File: src/rtl/regfile_write_arbiter.sv
// Round-robin arbiter and clear sequencer for the register file's single write port.
// All outputs are registered; dbg_state exposes the FSM state (1 = CLEAR).
module regfile_write_arbiter #(
    parameter int DATA_W = 32,
    parameter int ADDR_W = 5
) (
    input  logic              Clk,
    input  logic              Reset,
    input  logic              req0,
    input  logic [ADDR_W-1:0] addr0,
    input  logic [DATA_W-1:0] data0,
    output logic              ack0,
    input  logic              req1,
    input  logic [ADDR_W-1:0] addr1,
    input  logic [DATA_W-1:0] data1,
    output logic              ack1,
    input  logic              clr_start,
    output logic              clr_busy,
    output logic              Write_Reg,
    output logic [ADDR_W-1:0] W_Addr,
    output logic [DATA_W-1:0] W_Data,
    output logic              dbg_state
);

    // Handshake: a requester holds req/addr/data stable until it sees its ack
    // pulse, and must drop req before the next rising edge; a req still high at
    // that edge is a new request.

    typedef enum logic {IDLE = 1'b0, CLEAR = 1'b1} state_t;

    state_t              r_state;
    logic [ADDR_W-1:0]   r_cnt;
    logic                r_last;
    logic                r_write;
    logic [ADDR_W-1:0]   r_addr;
    logic [DATA_W-1:0]   r_data;
    logic                r_ack0;
    logic                r_ack1;
    logic                r_busy;

    state_t              w_state_nx;
    logic [ADDR_W-1:0]   w_cnt_nx;
    logic                w_last_nx;
    logic                w_write_nx;
    logic [ADDR_W-1:0]   w_addr_nx;
    logic [DATA_W-1:0]   w_data_nx;
    logic                w_ack0_nx;
    logic                w_ack1_nx;
    logic                w_busy_nx;

    always_ff @(posedge Clk or negedge Reset) begin
        if (!Reset) begin
            r_state <= IDLE;
            r_cnt   <= '0;
            r_last  <= 1'b1;
            r_write <= 1'b0;
            r_addr  <= '0;
            r_data  <= '0;
            r_ack0  <= 1'b0;
            r_ack1  <= 1'b0;
            r_busy  <= 1'b0;
        end else begin
            r_state <= w_state_nx;
            r_cnt   <= w_cnt_nx;
            r_last  <= w_last_nx;
            r_write <= w_write_nx;
            r_addr  <= w_addr_nx;
            r_data  <= w_data_nx;
            r_ack0  <= w_ack0_nx;
            r_ack1  <= w_ack1_nx;
            r_busy  <= w_busy_nx;
        end
    end

    always_comb begin
        w_state_nx = r_state;
        w_cnt_nx   = r_cnt;
        w_last_nx  = r_last;
        w_write_nx = 1'b0;
        w_addr_nx  = r_addr;
        w_data_nx  = r_data;
        w_ack0_nx  = 1'b0;
        w_ack1_nx  = 1'b0;
        w_busy_nx  = 1'b0;
        case (r_state)
            IDLE: begin
                if (clr_start) begin
                    // The first clear write (address r_cnt == 0) issues on the entry edge.
                    w_state_nx = CLEAR;
                    w_write_nx = 1'b1;
                    w_addr_nx  = r_cnt;
                    w_data_nx  = '0;
                    w_busy_nx  = 1'b1;
                    w_cnt_nx   = r_cnt + 1'b1;
                end else if (req0 && (!req1 || r_last)) begin
                    w_write_nx = 1'b1;
                    w_addr_nx  = addr0;
                    w_data_nx  = data0;
                    w_ack0_nx  = 1'b1;
                    w_last_nx  = 1'b0;
                end else if (req1) begin
                    w_write_nx = 1'b1;
                    w_addr_nx  = addr1;
                    w_data_nx  = data1;
                    w_ack1_nx  = 1'b1;
                    w_last_nx  = 1'b1;
                end
            end
            CLEAR: begin
                w_write_nx = 1'b1;
                w_addr_nx  = r_cnt;
                w_data_nx  = '0;
                w_busy_nx  = 1'b1;
                w_cnt_nx   = r_cnt + 1'b1;
                // Counter wraps to 0 after the last address, ready for the next clear.
                if (r_cnt == {ADDR_W{1'b1}}) begin
                    w_state_nx = IDLE;
                end
            end
            default: w_state_nx = IDLE;
        endcase
    end

    assign Write_Reg = r_write;
    assign W_Addr    = r_addr;
    assign W_Data    = r_data;
    assign ack0      = r_ack0;
    assign ack1      = r_ack1;
    assign clr_busy  = r_busy;
    assign dbg_state = (r_state == CLEAR);

endmodule
File: config.mk
export PLATFORM = sky130hd
export DESIGN_NAME = regfile_write_arbiter
export DESIGN_NICKNAME = d
export VERILOG_FILES = /design/src/rtl/regfile_write_arbiter.sv
export SDC_FILE = /design/constraint.sdc
export NUM_CORES = 1
export LEC_CHECK = 0
export BUFFER_PORTS_ARGS = -buffer_cell sky130_fd_sc_hd__buf_2
export CORE_MARGIN = 4
export CORE_UTILIZATION = 45
export DETAILED_ROUTE_END_ITERATION = 10
export GPL_TIMING_DRIVEN = 0
export PLACE_DENSITY = 0.8
export SKIP_LAST_GASP = 1
export SLEW_MARGIN = 20
export SYNTH_ARGS = -nofsm -noshare
export SYNTH_HDL_FRONTEND = slang
export SYNTH_SLANG_ARGS = --single-unit
File: constraint.sdc
create_clock -name Clk -period 1.9 [get_ports Clk]
set_clock_uncertainty 0.2 [all_clocks]
set_input_delay 0.095 -clock Clk [delete_from_list [all_inputs] [get_ports Clk]]
set_output_delay 0.095 -clock Clk [all_outputs]
set_load 0.02 [all_outputs]
Word-level counts from Yosys, hierarchy flattened

Index checks and enable logic that the tools add are counted.

Input bits: 79
Word-level logic and storage cells: 46
Flip-flop bits (word level): 48
Output and inout bits: 42

Eq/ne operators: 3
Muxes and demuxes: 26
Add/sub/neg operators: 1
Reduce and logical (&&, ||, !) cells: 5
Bitwise operators: 2

Operator list:

| kind                | count |
|---|---|
| $mux 32             | 3 |
| $pmux 32 s2         | 1 |
| $mux 5              | 4 |
| $pmux 5 s2          | 2 |
| $mux 1              | 13 |
| $pmux 1 s2          | 3 |
| $add 5x1->5 const B | 1 |
| $eq 5x5->1 const B  | 1 |
| $ne 4x4->1 const B  | 1 |
| $reduce_and 3->1    | 1 |
| $ne 2x2->1 const B  | 1 |
| $not 1->1           | 2 |
| $reduce_bool 2->1   | 1 |
| $logic_and 1x1->1   | 1 |
| $logic_not 1->1     | 1 |
| $logic_or 1x1->1    | 1 |

Logic depth before layout (Yosys ltp)

Gate-level depths: netlist of the first run.

Word-level depth: 6
Gate-level depth with buffers: 6
Depth with buffers taken out: 5

Worst setup path after synthesis of the first run

No wires, ideal clock.

Path type: reg-to-reg
Start: register r_state, in the netlist dbg_state
End: register r_addr[0], in the netlist W_Addr[0]
Arrival time: 1274 ps
Slack: 288 ps
Cell stages (with the launch flop): 5
Setup time: 137 ps
Clock period less this slack: 1612 ps
Path buffers: 1
Data required time: 1563 ps
Cell sequence: dfrtp_1 or4_4 buf_6 o22ai_1 a31oi_1

Longest elaborated chain between the ends: 2
Elaborated cells on any way between the ends: 3
Classes of those cells: eq/ne: 1; mux: 1; bitwise: 1

RTL lines:

| what                                                      | line | text |
|---|---|---|
| from (decl)                                               | 31   | `state_t r_state;` |
| from (signal assigned)                                    | 63   | `r_state <= w_state_nx;` |
| $not 1->1 (no line)                                       | -    |  |
| $ne 4x4->1 (no line) / $pmux 5 s2 (equally long branches) | -    |  |
| to (signal assigned)                                      | 67   | `r_addr <= w_addr_nx;` |
| to (decl)                                                 | 35   | `logic [ADDR_W-1:0] r_addr;` |

Parallel ways exist; a longest one is shown, timed or not.
A chain may end at the register's enable or synchronous reset.

Final worst setup path of the first run

Start: register r_last
End: register r_addr[1], in the netlist W_Addr[1]

Longest elaborated chain between the ends: 5
Elaborated cells on any way between the ends: 6
Classes of those cells: eq/ne: 1; mux: 3; reduce/logical: 2

RTL lines:

| what                   | line | text |
|---|---|---|
| from (decl)            | 33   | `logic r_last;` |
| from (signal assigned) | 65   | `r_last <= w_last_nx;` |
| $logic_or 1x1->1 (*)   | 95   | `end else if (req0 && (!req1 \|\| r_last)) begin` |
| $logic_and 1x1->1 (*)  | 95   |  |
| $mux 5                 | 95   |  |
| $mux 5                 | 87   | `if (clr_start) begin` |
| $pmux 5 s2             | 85   | `case (r_state)` |

Mark *: on every way between the ends. The rest lies on a longest branch, timed or not.

==> results of run 1 <==
## metrics by stage
stage,setup TNS (ns),hold WS (ns),cell area (sq um),setup WS (ns)
5_1_grt,0,-0.00006617,3877,0.001026
4_1_cts,0,0.02154,3852,0.01780
3_5_place_dp,-0.01078,0.1401,3000,-0.009540
6_report,0,-0.002285,3880,0.08339
3_3_place_gp,0,0.1329,3000,0.04802
2_1_floorplan,0,-0.4006,2321,0.2883
## registers in the layout, summed over array words and instances (netlist names)
signal / cells
dbg_state: 1
ack1: 1
r_last: 1
W_Addr: 5
r_cnt: 5
ack0: 1
W_Data: 32
Write_Reg: 1
clr_busy: 1
## cell usage after synthesis
master,n
mux2i_1,32
or4_4,1
nor2_1,4
a31oi_1,6
buf_4,4
clkbuf_1,6
nand4_1,1
dfrtp_1,47
a211oi_1,32
buf_1,3
buf_6,2
a21oi_1,2
and3_1,2
o21ai_1,5
o22ai_1,5
inv_2,2
xnor2_1,3
nand3_1,5
and2b_1,1
nand2b_1,1
nor3_1,32
dfstp_2,1
ha_1,2
nand2_1,8
buf_2,7
## where the power goes
part           internal [mW]  total (mW)  switching, mW
registers               1.20        1.34          0.135
clock network          0.257       0.597          0.340
logic                  0.520        1.15          0.631
total                   1.98        3.09           1.11
## cells in the final DEF (no fill, tap or decap), types with 2 or more instances in the layout
cell type and count:
o21ai_1 5, inv_2 2, and3_1 2, o22ai_1 5, nor3_1 32, clkinv_2 2
mux2i_1 32, a21oi_1 2, buf_4 5, nand3_1 5, dlygate4sd3_1 76, nor2_1 4
clkbuf_4 2, dfrtp_1 47, a31oi_1 6, xnor2_1 3, buf_2 127, nand2_1 7
a211oi_1 31, clkbuf_8 5, ha_1 2, clkbuf_1 2, buf_6 3
## per-layer routing
| metal | share of wire [%] | routed length (microns) | track usage, % |
|---|---|---|---|
| met3 | 7.6 | 648 | 6.433 |
| met1 | 39 | 3280 | 33.14 |
| met2 | 51 | 4366 | 49.08 |
| met5 | 0 | 0 | 0 |
| met4 | 2.3 | 196 | 10.81 |
## worst max-delay path, cell delays in order (launching register included)
cell and delay (ns):
dfstp_2 0.55, nand2b_1 0.11, buf_6 0.12, nand3_1 0.07
dlygate4sd3_1 0.56, a31oi_1 0.14
## path summary, 6_finish.rpt
kind | from | end | depth (start not counted)
max | r_last | W_Addr[1] | 5
min | req1 | r_last | 4
max reg2reg | r_last | W_Addr[1] | 5
min reg2reg | dbg_state | dbg_state | 1
max in group asynchronous | Reset | W_Data[23] | 2
min in group asynchronous | Reset | ack1 | 2
## cell families after synthesis
logic type	share of synthesized area, %
and+or+nand+nor	11.81
AOI/OAI and AO/OA	14.82
DFF	51.81
muxes	13.80
buffers and inverters	5.552
xor gates and xnor gates	1.132
adders and majority gates	1.078
## cell type report
cell class / count / area (sq um) / share of cell area [%]
flip-flops and latches: 48 / 1202 / 30.99
clock inverters: 3 / 18.77 / 0.4837
inverters: 2 / 7.507 / 0.1935
multi-input cells: 142 / 997.2 / 25.70
well taps: 67 / 83.83 / 2.161
clock buffers: 5 / 68.82 / 1.774
plain buffers: 22 / 140.1 / 3.612
diodes: 1 / 2.502 / 0.06450
repair buffers: 195 / 1359 / 35.02
## repair_timing
action                     in CTS  in global routing
hold buffers                   76                  0
gates resized for setup         3                 16
pin swaps                       0                  1
setup endpoints to repair       6                 30
hold endpoints to repair       86                  0
==> results.py, run 1 <==
metrics = {
    "sta": {
        "setup_viol": 0,
        "hold_violations": 1,
        "maxSlewViolCount": 0,
        "slew-limit-headroom_pct": 59.99,
        "holdWs_ns": -0.002285,
        "post-route-period-util_pct": 95.61,
        "period_minus_slack_ns": 1.817,
        "fmax_mhz": 550.5,
        "tightest_slew_ns": 0.6002,
        "rsz0062_at_grt": "false",
    },
    "place": {
        "place_hpwl_microns": 4894,
        "port_buffers": 119,
        "gp_congestion": 0.7965,
        "dp_cells": 400,
    },
    "die": {
        "start_util_pct": 47.87,
        "floorplan.rows": 25,
        "io-pin-count": 121,
        "dieArea_sq_mm": 0.006370,
        "die_h_microns": 79.82,
        "die_w_microns": 79.82,
        "core_area_sq_mm": 0.004848,
    },
    "synth": {
        "ys_warn_count": 0,
        "syn-num-nets": 295,
        "ys_seq_area_share_pct": 51.81,
        "synth_top_area_cell": "dfrtp_1",
        "synth_top_area_share_pct": 50.67,
        "syn_avg_cell_area_sq_um": 10.85,
        "synth_seq_cells": 48,
        "syn_area_sq_mm": 0.002321,
        "ys_types": 25,
        "ys_top_cells_by_area": "dfrtp_1, mux2i_1, a211oi_1",
        "syn-instance-count": 214,
    },
    "route": {
        "vias": 2606,
        "route.detailed.drc": 0,
        "first_pass_iters": 4,
        "avgRoutedWirePerCell_microns": 17.51,
        "drt-total-wl_microns": 8491,
        "viasPerCell": 5.373,
        "ant_nets": 0,
        "drt_iter0_markers": 151,
    },
    "critical_path": {
        "ff2ff_setup_slack_ns": 0.08,
        "crit_required_ns": 1.93,
        "crit_type": "reg -> reg",
        "cp-end-kind": "flop",
        "setup.worst_path.start_class": "flop",
        "critical_path_arrival_ns": 1.85,
        "path_max_fanout": 7,
    },
    "pwr": {
        "p_leak_nw": 1.958,
        "peakVddDrop_v": 0.0004462,
        "power_density_mw_per_mm2": 795.8,
        "post-layout-total-power_mw": 3.088,
    },
    "global_routing": {
        "grt_pass1_wl_microns": 13670,
        "grt_usage_pct": 28.01,
        "grt_pass1_vias": 2779,
        "grt_max_degree": 49,
        "grt-ovfl-total": 0,
        "grt_antenna_before_repair": 0,
    },
    "final_layout": {
        "fin_util_pct": 80.03,
        "stdcell_count": 485,
        "drive_gt1_share_pct": 36.45,
        "nNetsFinal": 497,
        "area_growth_pct": 67.17,
        "fillers": 301,
    },
    "cts": {
        "cts.sinks": 48,
        "cts_tree": "done",
        "clock_latency_ns": 0.29,
        "cts_buffers": 5,
        "cts_root_buf": "clkbuf_8",
        "post_cts_buffers": 0,
        "path_clk_slew_ns": 0.10,
        "h-tree-depth": 2,
        "cts.path.max_buffers": 2,
    },
    "outcome": {
        "status": "complete, but fails checks",
        "violations": "negative hold slack",
    },
    "min_path": {
        "hp-class": "in -> reg",
    },
    "flow_run": {
        "maxCapViolCount": 0,
    },
}
(Power assumes the default switching activity.)
==> run 2, diff against run 1 <==
- CORE_UTILIZATION: 45 -> 47
- CTS_BUF_LIST: not set -> sky130_fd_sc_hd__clkbuf_8
- PLACE_DENSITY: 0.8 -> 0.83
==> run 2 against run 1 <==
  * The flow still finishes with violations (negative hold slack)
  * Critical endpoint is now W_Data[18]
  * Global-route usage decreased by 0.065 points
  * Sequential share of layout area unchanged
  * Combinational power hardly changed
  * Maximum frequency grew 1.9%
  * Die area decreased by 3.8%
  * Critical path depth stayed put
  * Clock power rose by 4.2%
  * Register-to-register slack gained 0.03 ns
  * Cell count unchanged
  * Power is 0.48% higher
  * Largest cell class unchanged
  * Via count decreased by 0.27%
==> results.py, run 2 (synthesized netlist as in run 1, its figures left out) <==
metrics = {
    "outcome": {
        "status": "complete, but fails checks",
        "violations": "negative hold slack",
    },
    "final_layout": {
        "antenna_cells": 0,
        "mostFrequentLayoutCells": "buf_2, dlygate4sd3_1, dfrtp_1",
        "multi_input_comb_area_sq_um": 994.7,
        "fillers": 310,
        "drive_gt1_share_pct": 36.60,
        "register_area_sq_mm": 0.001202,
        "layout_commonest_cell": "buf_2",
        "nNetsFinal": 498,
        "area_growth_pct": 67.17,
        "largest_reg_flops": 32,
    },
    "place": {
        "port_buffers": 119,
        "gp_congestion": 0.7948,
        "place_hpwl_microns": 4765,
    },
    "cts": {
        "cts.path.max_buffers": 2,
        "cts.sinks": 48,
        "cts_buffers": 5,
        "cts_root_buf": "clkbuf_8",
        "cts_tree": "done",
        "path_clk_slew_ns": 0.09,
        "h-tree-depth": 2,
        "clock_latency_ns": 0.30,
        "post_cts_buffers": 0,
    },
    "sta": {
        "post-route-period-util_pct": 93.87,
        "hold_violations": 1,
        "fmax_mhz": 560.7,
        "maxSlewViolCount": 0,
        "slew-limit-headroom_pct": 60.70,
        "setup_viol": 0,
        "rsz0062_at_grt": "false",
        "holdWs_ns": -0.009494,
        "period_minus_slack_ns": 1.783,
        "tightest_slew_ns": 0.5895,
    },
    "die": {
        "die_w_microns": 78.27,
        "start_util_pct": 48.82,
        "floorplan.rows": 25,
        "core_area_sq_mm": 0.004755,
        "dieArea_sq_mm": 0.006126,
        "die_h_microns": 78.27,
        "io-pin-count": 121,
    },
    "flow_run": {
        "maxCapViolCount": 0,
    },
    "critical_path": {
        "reg2reg_from": "r_last",
        "crit_required_ns": 1.90,
        "endpoint": "W_Data[18]",
        "cp-end-kind": "flop",
        "reg2reg_depth": 5,
        "critical_path_arrival_ns": 1.78,
        "ff2ff_setup_slack_ns": 0.12,
        "startpoint": "r_last",
        "setup.worst_path.start_class": "flop",
        "r2r-end": "W_Data[18]",
        "path_max_fanout": 10,
        "crit_type": "reg -> reg",
    },
    "route": {
        "dr_wl_met3_microns": 550,
        "first_pass_iters": 4,
        "drt_iter0_markers": 191,
        "ant_nets": 0,
        "wl_met1_microns": 3258,
        "wl_met2_microns": 4362,
        "top_layer_used": "met4",
        "avgRoutedWirePerCell_microns": 17.13,
        "drt-total-wl_microns": 8308,
        "vias": 2599,
        "viasPerCell": 5.359,
        "route.detailed.drc": 0,
    },
    "pwr": {
        "post-layout-total-power_mw": 3.102,
        "power_density_mw_per_mm2": 799.6,
        "p_leak_nw": 1.968,
        "peakVddDrop_v": 0.0004565,
    },
    "global_routing": {
        "grt_usage_pct": 27.94,
        "grt_max_degree": 49,
        "grt_antenna_before_repair": 0,
        "grt-ovfl-total": 0,
        "grt_pass1_wl_microns": 13340,
        "grt_pass1_vias": 2731,
    },
    "min_path": {
        "hp-class": "in -> reg",
    },
}
## run 2: worst max-delay path, cell delays in order (launching register included)
cell      delay (ns)
dfstp_2         0.55
nand2b_1        0.11
buf_2           0.18
nand2_2         0.14
clkbuf_2        0.23
a211oi_1        0.28
## run 2: per-layer routing
layer	track usage, %	vias up
met5	0	-
met4	7.692	0
met3	6.307	12
met2	50.51	118
met1	33.28	1271
li1	-	1198
## run 2: worst min path at each step
stage,startpoint,to,slack [ns],depth (start not counted)
global placement,Reset,W_Addr[4],0.13,1
detailed placement,Reset,W_Addr[4],0.14,1
global route,clr_start,W_Addr[2],0.003,4
finish,clr_start,W_Addr[2],-0.009,4
floorplan,Reset,W_Addr[0],-0.40,0
CTS,data0[16],W_Data[16],0.004,3
## run 2: cell type report
class / count / share of cell area (%)
Buffer: 22 / 3.354
Clock buffer: 6 / 2.128
Clock inverter: 2 / 0.2580
Inverter: 2 / 0.1935
Multi-Input combinational cell: 142 / 25.64
Sequential cell: 48 / 30.99
Tap cell: 67 / 2.161
Timing Repair Buffer: 196 / 35.28
## run 2: where the power goes
| part | total (mW) | leakage (nW) | switching, mW | internal, mW |
|---|---|---|---|---|
| Sequential | 1.34 | 0.629 | 0.135 | 1.20 |
| Combinational | 1.14 | 1.29 | 0.631 | 0.510 |
| Clock | 0.622 | 0.0510 | 0.331 | 0.291 |
## run 2: repair_timing
item                                   in CTS  in global routing
hold buffers                               76                  1
setup endpoints to repair                   2                 24
resized for setup                           2                 10
endpoints found under the hold margin      86                  1
pin swaps                                   0                  0
## run 2: through the flow
step	TNS, ns	instances	setup WS [ns]	utilization [%]	area [sq um]
2_1_floorplan	0	214	0.2883	-	2321
3_3_place_gp	0	400	0.1033	63.11	3000
3_5_place_dp	-0.01844	400	-0.009666	63.11	3000
4_1_cts	0	484	0.006112	81.11	3856
5_1_grt	0	485	0.03014	81.61	3880
6_report	0	485	0.1165	81.61	3880
==> run 3, diff against run 2 <==
- HOLD_SLACK_MARGIN: not set -> 0.02
- SETUP_SLACK_MARGIN: not set -> 0.02
==> run 3 against run 2 <==
  * The flow now finishes without violations
  * Global-route usage grew 0.54 points
  * Maximum frequency hardly changed
  * Cell count increased by 0.41%
  * Clock power rose by 0.6%
  * Worst setup slack got worse by 0.0014 ns
  * Power is 0.58% higher
  * Wire length increased by 2.1%
  * Non-clock buffer count up 2
  * Final area grew 0.45%
  * Via count increased by 0.81%
  * Core utilization rose by 0.37 points
==> results.py, run 3 (synthesized netlist as in run 1, its figures left out) <==
metrics = {
    "outcome": {
        "status": "completed",
    },
    "critical_path": {
        "worst_path_max_delay_cell": "dfstp_2",
        "reg2reg_depth": 5,
        "path_max_fanout": 10,
        "path_buf_inv": 2,
        "cp-end-kind": "flop",
        "cp_top_family": "flip-flops",
        "crit_type": "reg -> reg",
        "slowest_delay_ns": 0.55,
        "critical_path.cell_chain": "nand2b_1 > buf_2 > nand2_2 > clkbuf_2 > a211oi_1",
        "critical_path_arrival_ns": 1.78,
        "crit_required_ns": 1.90,
        "ff2ff_setup_slack_ns": 0.12,
        "setup.worst_path.start_class": "flop",
        "reg2reg_from": "r_last",
        "r2r-end": "W_Data[18]",
    },
    "sta": {
        "setup_slack_ns": 0.1152,
        "hold_violations": 0,
        "setup_viol": 0,
        "maxSlewViolCount": 0,
        "holdWs_ns": 0.01569,
        "slew-limit-headroom_pct": 60.24,
        "tightest_slew_ns": 0.5964,
        "period_minus_slack_ns": 1.785,
        "fin_tns_setup_ns": 0,
        "post-route-period-util_pct": 93.94,
        "fmax_mhz": 560.3,
        "rsz0062_at_grt": "false",
    },
    "die": {
        "dieArea_sq_mm": 0.006126,
        "die_w_microns": 78.27,
        "start_util_pct": 48.82,
        "core_area_sq_mm": 0.004755,
        "io-pin-count": 121,
        "die_h_microns": 78.27,
        "floorplan.rows": 25,
    },
    "final_layout": {
        "drive_gt1_share_pct": 35.95,
        "mostFrequentLayoutCells": "buf_2, dlygate4sd3_1, dfrtp_1",
        "antenna_cells": 0,
        "layout_commonest_cell": "buf_2",
        "area_growth_pct": 67.92,
        "stdcell_count": 487,
        "largest_reg_flops": 32,
        "fillers": 307,
        "nNetsFinal": 500,
    },
    "cts": {
        "h-tree-depth": 2,
        "cts.sinks": 48,
        "cts.path.max_buffers": 2,
        "post_cts_buffers": 0,
        "cts_buffers": 5,
        "path_clk_slew_ns": 0.09,
        "clock_latency_ns": 0.30,
        "cts_root_buf": "clkbuf_8",
        "cts_tree": "done",
    },
    "route": {
        "drt-total-wl_microns": 8480,
        "first_pass_iters": 5,
        "ant_nets": 0,
        "drt_iter0_markers": 197,
        "avgRoutedWirePerCell_microns": 17.41,
        "vias": 2620,
        "route.detailed.drc": 0,
        "viasPerCell": 5.380,
    },
    "pwr": {
        "peakVddDrop_v": 0.0004582,
        "p_leak_nw": 1.973,
        "power_density_mw_per_mm2": 800.6,
        "post-layout-total-power_mw": 3.120,
    },
    "min_path": {
        "hold_depth": 4,
        "holdPathEnd": "W_Addr[4]",
        "hold_start": "clr_start",
        "hp-class": "in -> reg",
    },
    "place": {
        "dp_cells": 400,
        "place_hpwl_microns": 4765,
        "gp_congestion": 0.7948,
        "port_buffers": 119,
        "place_ws_ns": -0.009666,
    },
    "global_routing": {
        "grt_pass1_vias": 2791,
        "grt_usage_pct": 28.48,
        "grt-ovfl-total": 0,
        "grt_pass1_wl_microns": 13590,
        "grt_antenna_before_repair": 0,
        "grt_max_degree": 49,
    },
    "flow_run": {
        "maxCapViolCount": 0,
    },
}
[run 3: changes by cell type in the layout (fill, tap and decap cells not counted), sizes merged]
cell,previous run,this run
dlygate4sd3,77,79
clkbuf,14,12
buf,133,135
[run 3: worst reg2reg max path, cell delays in order, from the launching register on]
cell and delay [ns]:
dfstp_2 0.55, nand2b_1 0.10, buf_2 0.18, nand2_2 0.14
clkbuf_2 0.23, a211oi_1 0.28
[run 3: through the flow]
stage	area, sq um	utilization, %
after floorplan	2321	-
after global placement	3000	63.11
after detailed placement	3000	63.11
after CTS	3887	81.76
after global routing	3897	81.97
final	3897	81.97
[run 3: layout make-up]
type / count / area [sq um] / area share (%)
timing repair buffer: 198 / 1389 / 35.63
buffer: 22 / 127.6 / 3.274
inverter: 2 / 7.507 / 0.1926
clock inverter: 2 / 10.01 / 0.2568
multi-input combinational: 142 / 994.7 / 25.52
sequential: 48 / 1202 / 30.85
tap: 67 / 83.83 / 2.151
clock buffer: 6 / 82.58 / 2.119
[run 3: how the worst max path moves through the flow]
stage / from / end / slack (ns) / depth (start not counted)
global route: req0 / W_Data[28] / 0.007 / 6
floorplan: dbg_state / W_Addr[0] / 0.29 / 4
CTS: r_last / W_Data[16] / 0.01 / 5
finish: r_last / W_Data[18] / 0.12 / 5
global placement: r_last / W_Data[16] / 0.10 / 5
detailed placement: r_last / W_Data[2] / -0.01 / 5
[run 3: what timing repair did]
item	4_1_cts	5_1_grt
resized for setup	3	6
cloned	0	0
endpoints found under the setup margin	3	29
hold endpoints to repair	86	0
hold buffers	79	0
[run 3: routing by layer]
layer	track usage, %	part of all wire (%)	wire, microns
met1	32.84	39	3300
met2	52.14	52	4439
met3	6.422	6.3	537
met4	9.091	2.4	202
met5	0	0	0
[run 3: power breakdown]
part / switching (mW) / internal [mW] / total [mW]
Sequential: 0.138 / 1.20 / 1.34
Combinational: 0.638 / 0.515 / 1.15
Clock: 0.335 / 0.291 / 0.626
